### src/rtl/i2s_pkg.sv
// Shared definitions for the I2S path: default sample width and the RPi receiver FSM encoding.
package i2s_pkg;

  localparam int unsigned SAMPLE_W_DFLT = 16;

  typedef enum logic [1:0] {
    ST_IDLE  = 2'd0,
    ST_SHIFT = 2'd1,
    ST_PUSH  = 2'd2
  } rx_state_t;

endpackage

### src/rtl/sync_fifo.sv
// Single-clock show-ahead FIFO; a push into a full FIFO is only accepted if a pop happens in the same cycle.
module sync_fifo #(
  parameter  int unsigned WIDTH = 16,
  parameter  int unsigned DEPTH = 8,
  localparam int unsigned PTR_W = $clog2(DEPTH),
  localparam int unsigned LVL_W = PTR_W + 1
) (
  input  logic             clk,
  input  logic             rst_n,
  input  logic             push,
  input  logic [WIDTH-1:0] wdata,
  input  logic             pop,
  output logic [WIDTH-1:0] rdata,
  output logic             full,
  output logic             empty,
  output logic [LVL_W-1:0] level,
  output logic [LVL_W-1:0] level_next_c
);

  logic [WIDTH-1:0] mem [DEPTH];
  logic [PTR_W-1:0] wr_ptr;
  logic [PTR_W-1:0] rd_ptr;
  logic [LVL_W-1:0] cnt;
  logic             do_push;
  logic             do_pop;

  assign empty   = (cnt == '0);
  assign full    = (cnt == LVL_W'(DEPTH));
  assign do_pop  = pop & ~empty;
  assign do_push = push & (~full | do_pop);

  always_comb begin
    level_next_c = cnt;
    if (do_push && !do_pop) begin
      level_next_c = cnt + LVL_W'(1);
    end else if (!do_push && do_pop) begin
      level_next_c = cnt - LVL_W'(1);
    end
  end

  always_ff @(posedge clk or negedge rst_n) begin
    if (!rst_n) begin
      mem    <= '{default: '0};
      wr_ptr <= '0;
      rd_ptr <= '0;
      cnt    <= '0;
    end else begin
      if (do_push) begin
        mem[wr_ptr] <= wdata;
        wr_ptr      <= wr_ptr + PTR_W'(1);
      end
      if (do_pop) begin
        rd_ptr <= rd_ptr + PTR_W'(1);
      end
      cnt <= level_next_c;
    end
  end

  assign rdata = mem[rd_ptr];
  assign level = cnt;

endmodule

### src/rtl/rpi_sample_rx.sv
// Receives MSB-first sample words from the RPi serial link into the clk domain, buffers
// them in a FIFO for the I2S shifter and requests more data when the FIFO runs low.
module rpi_sample_rx
  import i2s_pkg::*;
#(
  parameter  int unsigned SAMPLE_W  = i2s_pkg::SAMPLE_W_DFLT,
  parameter  int unsigned DEPTH     = 8,
  parameter  int unsigned LOW_WATER = 2,
  localparam int unsigned LVL_W     = $clog2(DEPTH) + 1
) (
  input  logic                clk,
  input  logic                ar,
  input  logic                rpi_clk,
  input  logic                rpi_serial,
  input  logic                rpi_enable,
  output logic                rpi_interrupt,
  output logic [SAMPLE_W-1:0] sample_data,
  output logic                sample_valid,
  input  logic                sample_ready,
  output logic [LVL_W-1:0]    level,
  output logic                overflow
);

  localparam int unsigned CNT_W = $clog2(SAMPLE_W);

  logic rclk_s1, rclk_s2, rclk_s3;
  logic ser_s1, ser_s2;
  logic en_s1, en_s2;
  logic rise;

  rx_state_t            state;
  logic [SAMPLE_W-1:0]  shreg;
  logic [CNT_W-1:0]     bit_cnt;

  logic                 push;
  logic                 pop;
  logic                 fifo_full;
  logic                 fifo_empty;
  logic [LVL_W-1:0]     level_next;

  // Two-flop synchronisers; the extra rpi_clk stage feeds the rising-edge detector
  always_ff @(posedge clk or negedge ar) begin
    if (!ar) begin
      rclk_s1 <= 1'b0;
      rclk_s2 <= 1'b0;
      rclk_s3 <= 1'b0;
      ser_s1  <= 1'b0;
      ser_s2  <= 1'b0;
      en_s1   <= 1'b0;
      en_s2   <= 1'b0;
    end else begin
      rclk_s1 <= rpi_clk;
      rclk_s2 <= rclk_s1;
      rclk_s3 <= rclk_s2;
      ser_s1  <= rpi_serial;
      ser_s2  <= ser_s1;
      en_s1   <= rpi_enable;
      en_s2   <= en_s1;
    end
  end

  assign rise = rclk_s2 & ~rclk_s3;

  // Deserialiser: a dropped enable mid-word silently discards the partial word
  always_ff @(posedge clk or negedge ar) begin
    if (!ar) begin
      state   <= ST_IDLE;
      shreg   <= '0;
      bit_cnt <= '0;
    end else begin
      case (state)
        ST_IDLE: begin
          if (en_s2) begin
            state   <= ST_SHIFT;
            bit_cnt <= '0;
          end
        end
        ST_SHIFT: begin
          if (!en_s2) begin
            state <= ST_IDLE;
          end else if (rise) begin
            shreg   <= {shreg[SAMPLE_W-2:0], ser_s2};
            bit_cnt <= bit_cnt + CNT_W'(1);
            if (bit_cnt == CNT_W'(SAMPLE_W - 1)) begin
              state <= ST_PUSH;
            end
          end
        end
        ST_PUSH: begin
          bit_cnt <= '0;
          state   <= en_s2 ? ST_SHIFT : ST_IDLE;
        end
        default: state <= ST_IDLE;
      endcase
    end
  end

  assign push = (state == ST_PUSH);
  assign pop  = sample_valid & sample_ready;

  sync_fifo #(
    .WIDTH (SAMPLE_W),
    .DEPTH (DEPTH)
  ) u_fifo (
    .clk          (clk),
    .rst_n        (ar),
    .push         (push),
    .wdata        (shreg),
    .pop          (pop),
    .rdata        (sample_data),
    .full         (fifo_full),
    .empty        (fifo_empty),
    .level        (level),
    .level_next_c (level_next)
  );

  assign sample_valid = ~fifo_empty;

  // Overflow is sticky; interrupt tracks the level the FIFO is about to take
  always_ff @(posedge clk or negedge ar) begin
    if (!ar) begin
      rpi_interrupt <= 1'b1;
      overflow      <= 1'b0;
    end else begin
      rpi_interrupt <= (level_next <= LVL_W'(LOW_WATER));
      if (push && fifo_full && !pop) begin
        overflow <= 1'b1;
      end
    end
  end

endmodule

### config.mk
export PLATFORM = sky130hd
export DESIGN_NAME = rpi_sample_rx
export DESIGN_NICKNAME = d
export VERILOG_FILES = /design/src/rtl/i2s_pkg.sv /design/src/rtl/sync_fifo.sv /design/src/rtl/rpi_sample_rx.sv
export SDC_FILE = /design/constraint.sdc
export NUM_CORES = 1
export LEC_CHECK = 0
export BUFFER_PORTS_ARGS = -buffer_cell sky130_fd_sc_hd__buf_2
export CELL_PAD_IN_SITES_DETAIL_PLACEMENT = 1
export CELL_PAD_IN_SITES_GLOBAL_PLACEMENT = 2
export CORE_UTILIZATION = 40
export CTS_BUF_LIST = sky130_fd_sc_hd__clkbuf_8
export CTS_CLUSTER_SIZE = 16
export DETAILED_ROUTE_END_ITERATION = 10
export PLACE_DENSITY_LB_ADDON = 0.15
export SLEW_MARGIN = 30
export SYNTH_ARGS = -nofsm -noshare
export SYNTH_HDL_FRONTEND = slang
export SYNTH_SLANG_ARGS = --single-unit
export TNS_END_PERCENT = 20
### constraint.sdc
create_clock -name clk -period 6 [get_ports clk]
set_input_delay 0.6 -clock clk [delete_from_list [all_inputs] [get_ports clk]]
set_output_delay 0.6 -clock clk [all_outputs]
set_load 0.01 [all_outputs]
; Word-level counts from Yosys, hierarchy flattened
; Cells that the tools add are included.
[op_classes]
n_addsub = 5
n_lt_le_gt_ge = 4
n_eq_ne = 9
muxes = 18
bitwise_logic = 10
n_reduce_logical = 14
[op_table]
columns = operator, count
row1 = 128-bit bitwise mux, 1
row2 = 16-bit binary-select mux with 3-bit select, 1
row3 = 16-bit demux with 3-bit select, 1
row4 = 16-bit 2-to-1 mux, 3
row5 = 4-bit 2-to-1 mux, 5
row6 = 4-bit case mux with 3 select lines, 1
row7 = "4-bit by 1-bit adder with 4-bit output, second input constant", 2
row8 = "4-bit equality test, second input constant", 2
row9 = "4-bit >= comparator, second input constant", 2
row10 = 2-bit 2-to-1 mux, 4
row11 = 3-bit NOT with 4-bit output, 2
row12 = "3-bit by 1-bit adder with 3-bit output, second input constant", 2
row13 = "2-bit inequality test, second input constant", 3
row14 = "3-bit inequality test, second input constant", 2
row15 = 2-bit case mux with 3 select lines, 1
row16 = 3-bit AND reduction, 2
row17 = 1-bit logical AND, 5
row18 = 1-bit bitwise AND, 4
row19 = "4-bit by 2-bit less-or-equal comparator with 1-bit output, second input constant", 1
row20 = 4-bit logical NOT, 1
row21 = "4-bit by 1-bit < comparator with 1-bit output, second input constant", 1
row22 = 4-bit AND reduction, 1
row23 = "4-bit by 1-bit subtractor with 4-bit output, second input constant", 1
row24 = 1-bit logical NOT, 3
row25 = other kinds (7), 9
[word_totals]
reg_bits = 169
input_bits = 6
out_inout_bits = 23

; Depth between registers and ports, before layout
[depth]
ltp_word = 11
depth_mapped = 9
mapped_depth_nobuf = 7

; By module
; Synthesis repeated with hierarchy kept, for this count alone.
[hier_totals]
hier_cells = 473
area_unflattened_um2 = 7719.9
[modules_own_cells]
columns = module, n_inst, cells_per_inst, area_per_inst_um2, seq_area_each_um2
row1 = sync_fifo, 1, 394, 6493.7, 3453.3
row2 = rpi_sample_rx, 1, 79, 1226.2, 777.0

; Least setup slack after synthesis
; No wires, ideal clock.
[synth_path]
path_kind = register to register
from = register u_fifo.cnt[0], in the netlist u_fifo.level[0]
to = register u_fifo.mem[101] (netlist bit)
setup_time_ps = 125
arrival_time_ps = 2426
slack_ps = 3449
stages_incl_launch_ff = 10
period_less_slack_ps = 2551
cell_sequence = dfrtp_1 inv_1 ha_1 nor2b_2 and3_4 or3_1 buf_6 nor3b_4 buf_6 mux2_2
[synth_via]
elab_chain_cells = 6
[synth_lines]
columns = element, line_no
row1 = "start, declared", sync_fifo.sv:23  ; logic [LVL_W-1:0] cnt;
row2 = "start signal, assigned", sync_fifo.sv:55  ; cnt <= level_next_c;
row3 = 4-bit logical NOT, sync_fifo.sv:27  ; assign empty = (cnt == '0);
row4 = 1-bit NOT, "sync_fifo.sv:29, rpi_sample_rx.sv:117"
row5 = 1-bit bitwise AND, rpi_sample_rx.sv:99  ; assign pop = sample_valid & sample_ready;
row6 = 1-bit bitwise AND, sync_fifo.sv:29  ; assign do_pop = pop & ~empty;
row7 = 1-bit bitwise OR (*), sync_fifo.sv:30  ; assign do_push = push & (~full | do_pop);
row8 = 1-bit bitwise AND (*), sync_fifo.sv:30
row9 = "end signal, assigned by index", sync_fifo.sv:49  ; mem[wr_ptr] <= wdata;
row10 = "end, declared", sync_fifo.sv:20  ; logic [WIDTH-1:0] mem [DEPTH];
; Every way passes the cells marked *; elsewhere a longest branch is shown, timed or not.
; A chain may end at the register's enable or synchronous reset.

; Worst setup path in the final report
[layout_path]
from = register u_fifo.rd_ptr[0]
to = output sample_data[14]
[layout_via]
elab_chain_cells = 4
[layout_lines]
columns = element, line_no
row1 = "start, declared", sync_fifo.sv:22  ; logic [PTR_W-1:0] rd_ptr;
row2 = "start signal, assigned", sync_fifo.sv:53  ; rd_ptr <= rd_ptr + PTR_W'(1);
row3 = 3-bit NOT with 4-bit output (not written as such), sync_fifo.sv:59  ; assign rdata = mem[rd_ptr];
row4 = 16-bit binary-select mux with 3-bit select, sync_fifo.sv:59
row5 = 16-bit 2-to-1 mux (not written as such) (2 in series), sync_fifo.sv:59
row6 = "end, declared", rpi_sample_rx.sv:17  ; output logic [SAMPLE_W-1:0] sample_data,
; No other way between the ends. The select of a mux whose other input is x is not followed.

==> metrics.md <==
| Metric | Value |
|---|---|
| FF-to-FF Start | u_fifo.level[0]$_DFF_PN0_ |
| Die W | 140 um |
| Largest net degree at the start of global routing | 104 |
| Ports | 29 |
| Unrepaired setup endpoints after global routing | false |
| Post-Syn Instances | 486 |
| Clock buffer depth | 2 |
| Area of the multi-input gates | ~3100 um^2 |
| Fin area | 8280 um^2 |
| Nets@finish | 511 |
| Pleak | 0.00409 uW |
| First-pass GRT wire length | 26.3 mm |
| Slew Limit Fails | 0 |
| Synth cell count leaders | 168 x dfrtp_1, 161 x mux2_2, 32 x mux4_2, 19 x buf_1 |
| Fin. Hold Viols | 0 |
| CTS Buf Count | 17 |
| Antenna violations before repair | 0 |
| Pre-CTS WS | 2.92 ns |
| FILL cells | 1797 |
| CP arrival | around 2.7 ns |
| Ys flop type | dfrtp_1 |
| Syn Nets | 497 |
| CP Class | flip-flop to primary output |
| Routed WL | 15.5 mm |
| WL per Instance | 20.9 um |
| Setup_tns | 0 ns |
| Post-DP HPWL | 9.42 mm |
| Critical Path Source Type | flip-flop |
| Die area | 19500 um^2 |
| Slew margin rel. | 0.374 |
| Largest area contributor in the netlist | dfrtp_1 |
| Final min period | between 3 and 4 ns |
| Layout cells sized above 1 | 0.537 |
| Post-CTS setup buffer count | 0 |
| Synth top area cells | dfrtp_1 56%, mux2_2 24%, mux4_2 9.5% |
| Most numerous cell in the Yosys netlist | dfrtp_1 |
| Pwr dens | 301 nW/um^2 |
| Grt total ovfl | 0 |
| TritonCTS clock tree | built |
| FF/Latch Area | 4230 um^2 |
| Total power draw | 2490 uW |
| Vias in the first global route | between 4000 and 5000 |
| Clock Tree Root | clkbuf_8 |
| Synth Register Bits | between 150 and 200 |
| Number of gates resized after CTS | 0 |
| Gr usage total | 0.179 |
| Diodes inserted | 0 |
| # DRC | 0 |
| Async SR Flop Fraction | 1.00 |
| Worst Hold Class | input port to async pin |
| Syn. warnings | 0 |
| Crit path from | u_fifo.rd_ptr[0]$_DFFE_PN0P_ |
| Layout area overhead | 9.33% |
| Placement row count | 49 |
| Final worst slack | between 2 and 3 ns |
| Initial Util | 0.415 |
| Final clock skew | approximately 0.014 ns |
| Die height | 140 um |
| Max-cap viol count | 0 |
| Core Box Area | ~18000 um^2 |
| Sequential share of the synthesized area | 0.559 |
| CP Max Fanout | 22 |
| Worst Reg-to-Reg Cells | 7 |
| Routability cong. | 0.719 |
| Reg clk slew, reported paths | 0.09 ns |
| I/O Buffers | 28 |
| ANT nets after route | 0 |
| Placed inst area | 7890 um^2 |
| Final setup viols | 0 |
| Worst slew pin tran | 0.938 ns |
| H-tree Lvls | 4 |
| Top cell type's share of synthesized area | 0.555 |
| FMAX | 0.305 GHz |
| Synth Area per Inst | 15.6 um^2 |
| DR iter-0 viols | roughly 170 |
| Via Count | roughly 4000 |
| WP data required | about 5.4 ns |
| CP endpoint kind | primary output |
| Synth unique cells | 45 |
| Sink Count | 169 |
| Synthesized area | 7570 um^2 |
| Hold buffer count at cts | 0 |
| Run status | completed |
| Via/cell ratio | 5.44 |
| Tcrit/Tclk final | 0.546 |
| TritonRoute pass-1 iters | 4 |
| Worst VDD drop | ~140 uV |
| EDFF count, synth | 0 |
| Worst skew pair latency | 0.46 ns |
==> per-layer routing <==
metal | track usage | routed length (um) | up-vias
met2 | 0.287 | 7770 | 32
met4 | 0.0538 | 139 | 0
met5 | 0 | 0 | -
met3 | 0.0361 | 282 | 10
li1 | - | - | 1802
met1 | 0.246 | 7270 | 2189
==> power breakdown <==
| group | internal (uW) | total (uW) | switching, uW |
|---|---|---|---|
| logic | 187 | 373 | 186 |
| clock network | 369 | 794 | 425 |
| registers | 1190 | 1320 | 137 |
==> worst paths after layout <==
path / slack (ns) / endpoint
setup / recovery: 2.72 / sample_data[14]
hold / removal: 0.24 / shreg[0]$_DFFE_PN0P_
setup reg to reg: 3.00 / u_fifo.mem[77]$_DFFE_PN0P_
hold reg to reg: 0.36 / en_s2$_DFF_PN0_
max in group asynchronous: 4.38 / shreg[10]$_DFFE_PN0P_
min in group clk: 0.24 / en_s1$_DFF_PN0_
==> registers in the layout, indices dropped and copies added, names as in the netlist, 2 cells and up <==
name / count
shreg: 16
state: 2
u_fifo.rd_ptr: 3
u_fifo.level: 4
u_fifo.mem: 128
bit_cnt: 4
u_fifo.wr_ptr: 3
==> placed cells by master, fill, tap and decap left out, drive strengths merged, types with 3 or more instances in the layout <==
cell type,n
inv,6
nor3b,3
buf,35
clkinv,5
clkinvlp,4
nor3,3
and3,4
nand2,9
ha,5
nand3,6
clkbuf,18
mux4,32
nor2,8
o21ai,3
mux2,163
dfrtp,168
xnor2,4
nor2b,5
a21oi,3
==> critical path: stages, from the launching register on <==
cell,delay (ns)
dfrtp_2,0.66
buf_4,0.53
mux4_2,0.61
mux2_2,0.28
buf_2,0.14
==> logic make-up (layout without fill, tap and decap cells) <==
family / after synthesis / after routing / synth area share
fa+ha+maj: 5 / 5 / 0.00826
buf+inv: 44 / 70 / 0.0278
xor+xnor: 6 / 6 / 0.00694
simple gates: 50 / 50 / 0.0449
compound gates: 16 / 16 / 0.0147
mux: 196 / 196 / 0.339
flops: 169 / 169 / 0.559
==> final cells by class <==
| cell class | instances | area share |
|---|---|---|
| well taps | 229 | 0.0346 |
| flip-flops and latches | 169 | 0.511 |
| clock buffers | 17 | 0.0283 |
| clock inverters | 14 | 0.0183 |
| repair buffers | 36 | 0.0280 |
| multi-input cells | 273 | 0.378 |
| inverters | 3 | 0.00136 |
==> through the flow <==
| stage | hold WS [ns] | util | cells |
|---|---|---|---|
| after floorplan | 0.304 | - | 486 |
| after global placement | 0.334 | 0.429 | 707 |
| after detailed placement | 0.338 | 0.432 | 710 |
| after CTS | 0.189 | 0.453 | 741 |
| after global routing | 0.190 | 0.453 | 741 |
| final | 0.239 | 0.453 | 741 |
Note: power is estimated with default switching activity, not from simulation.
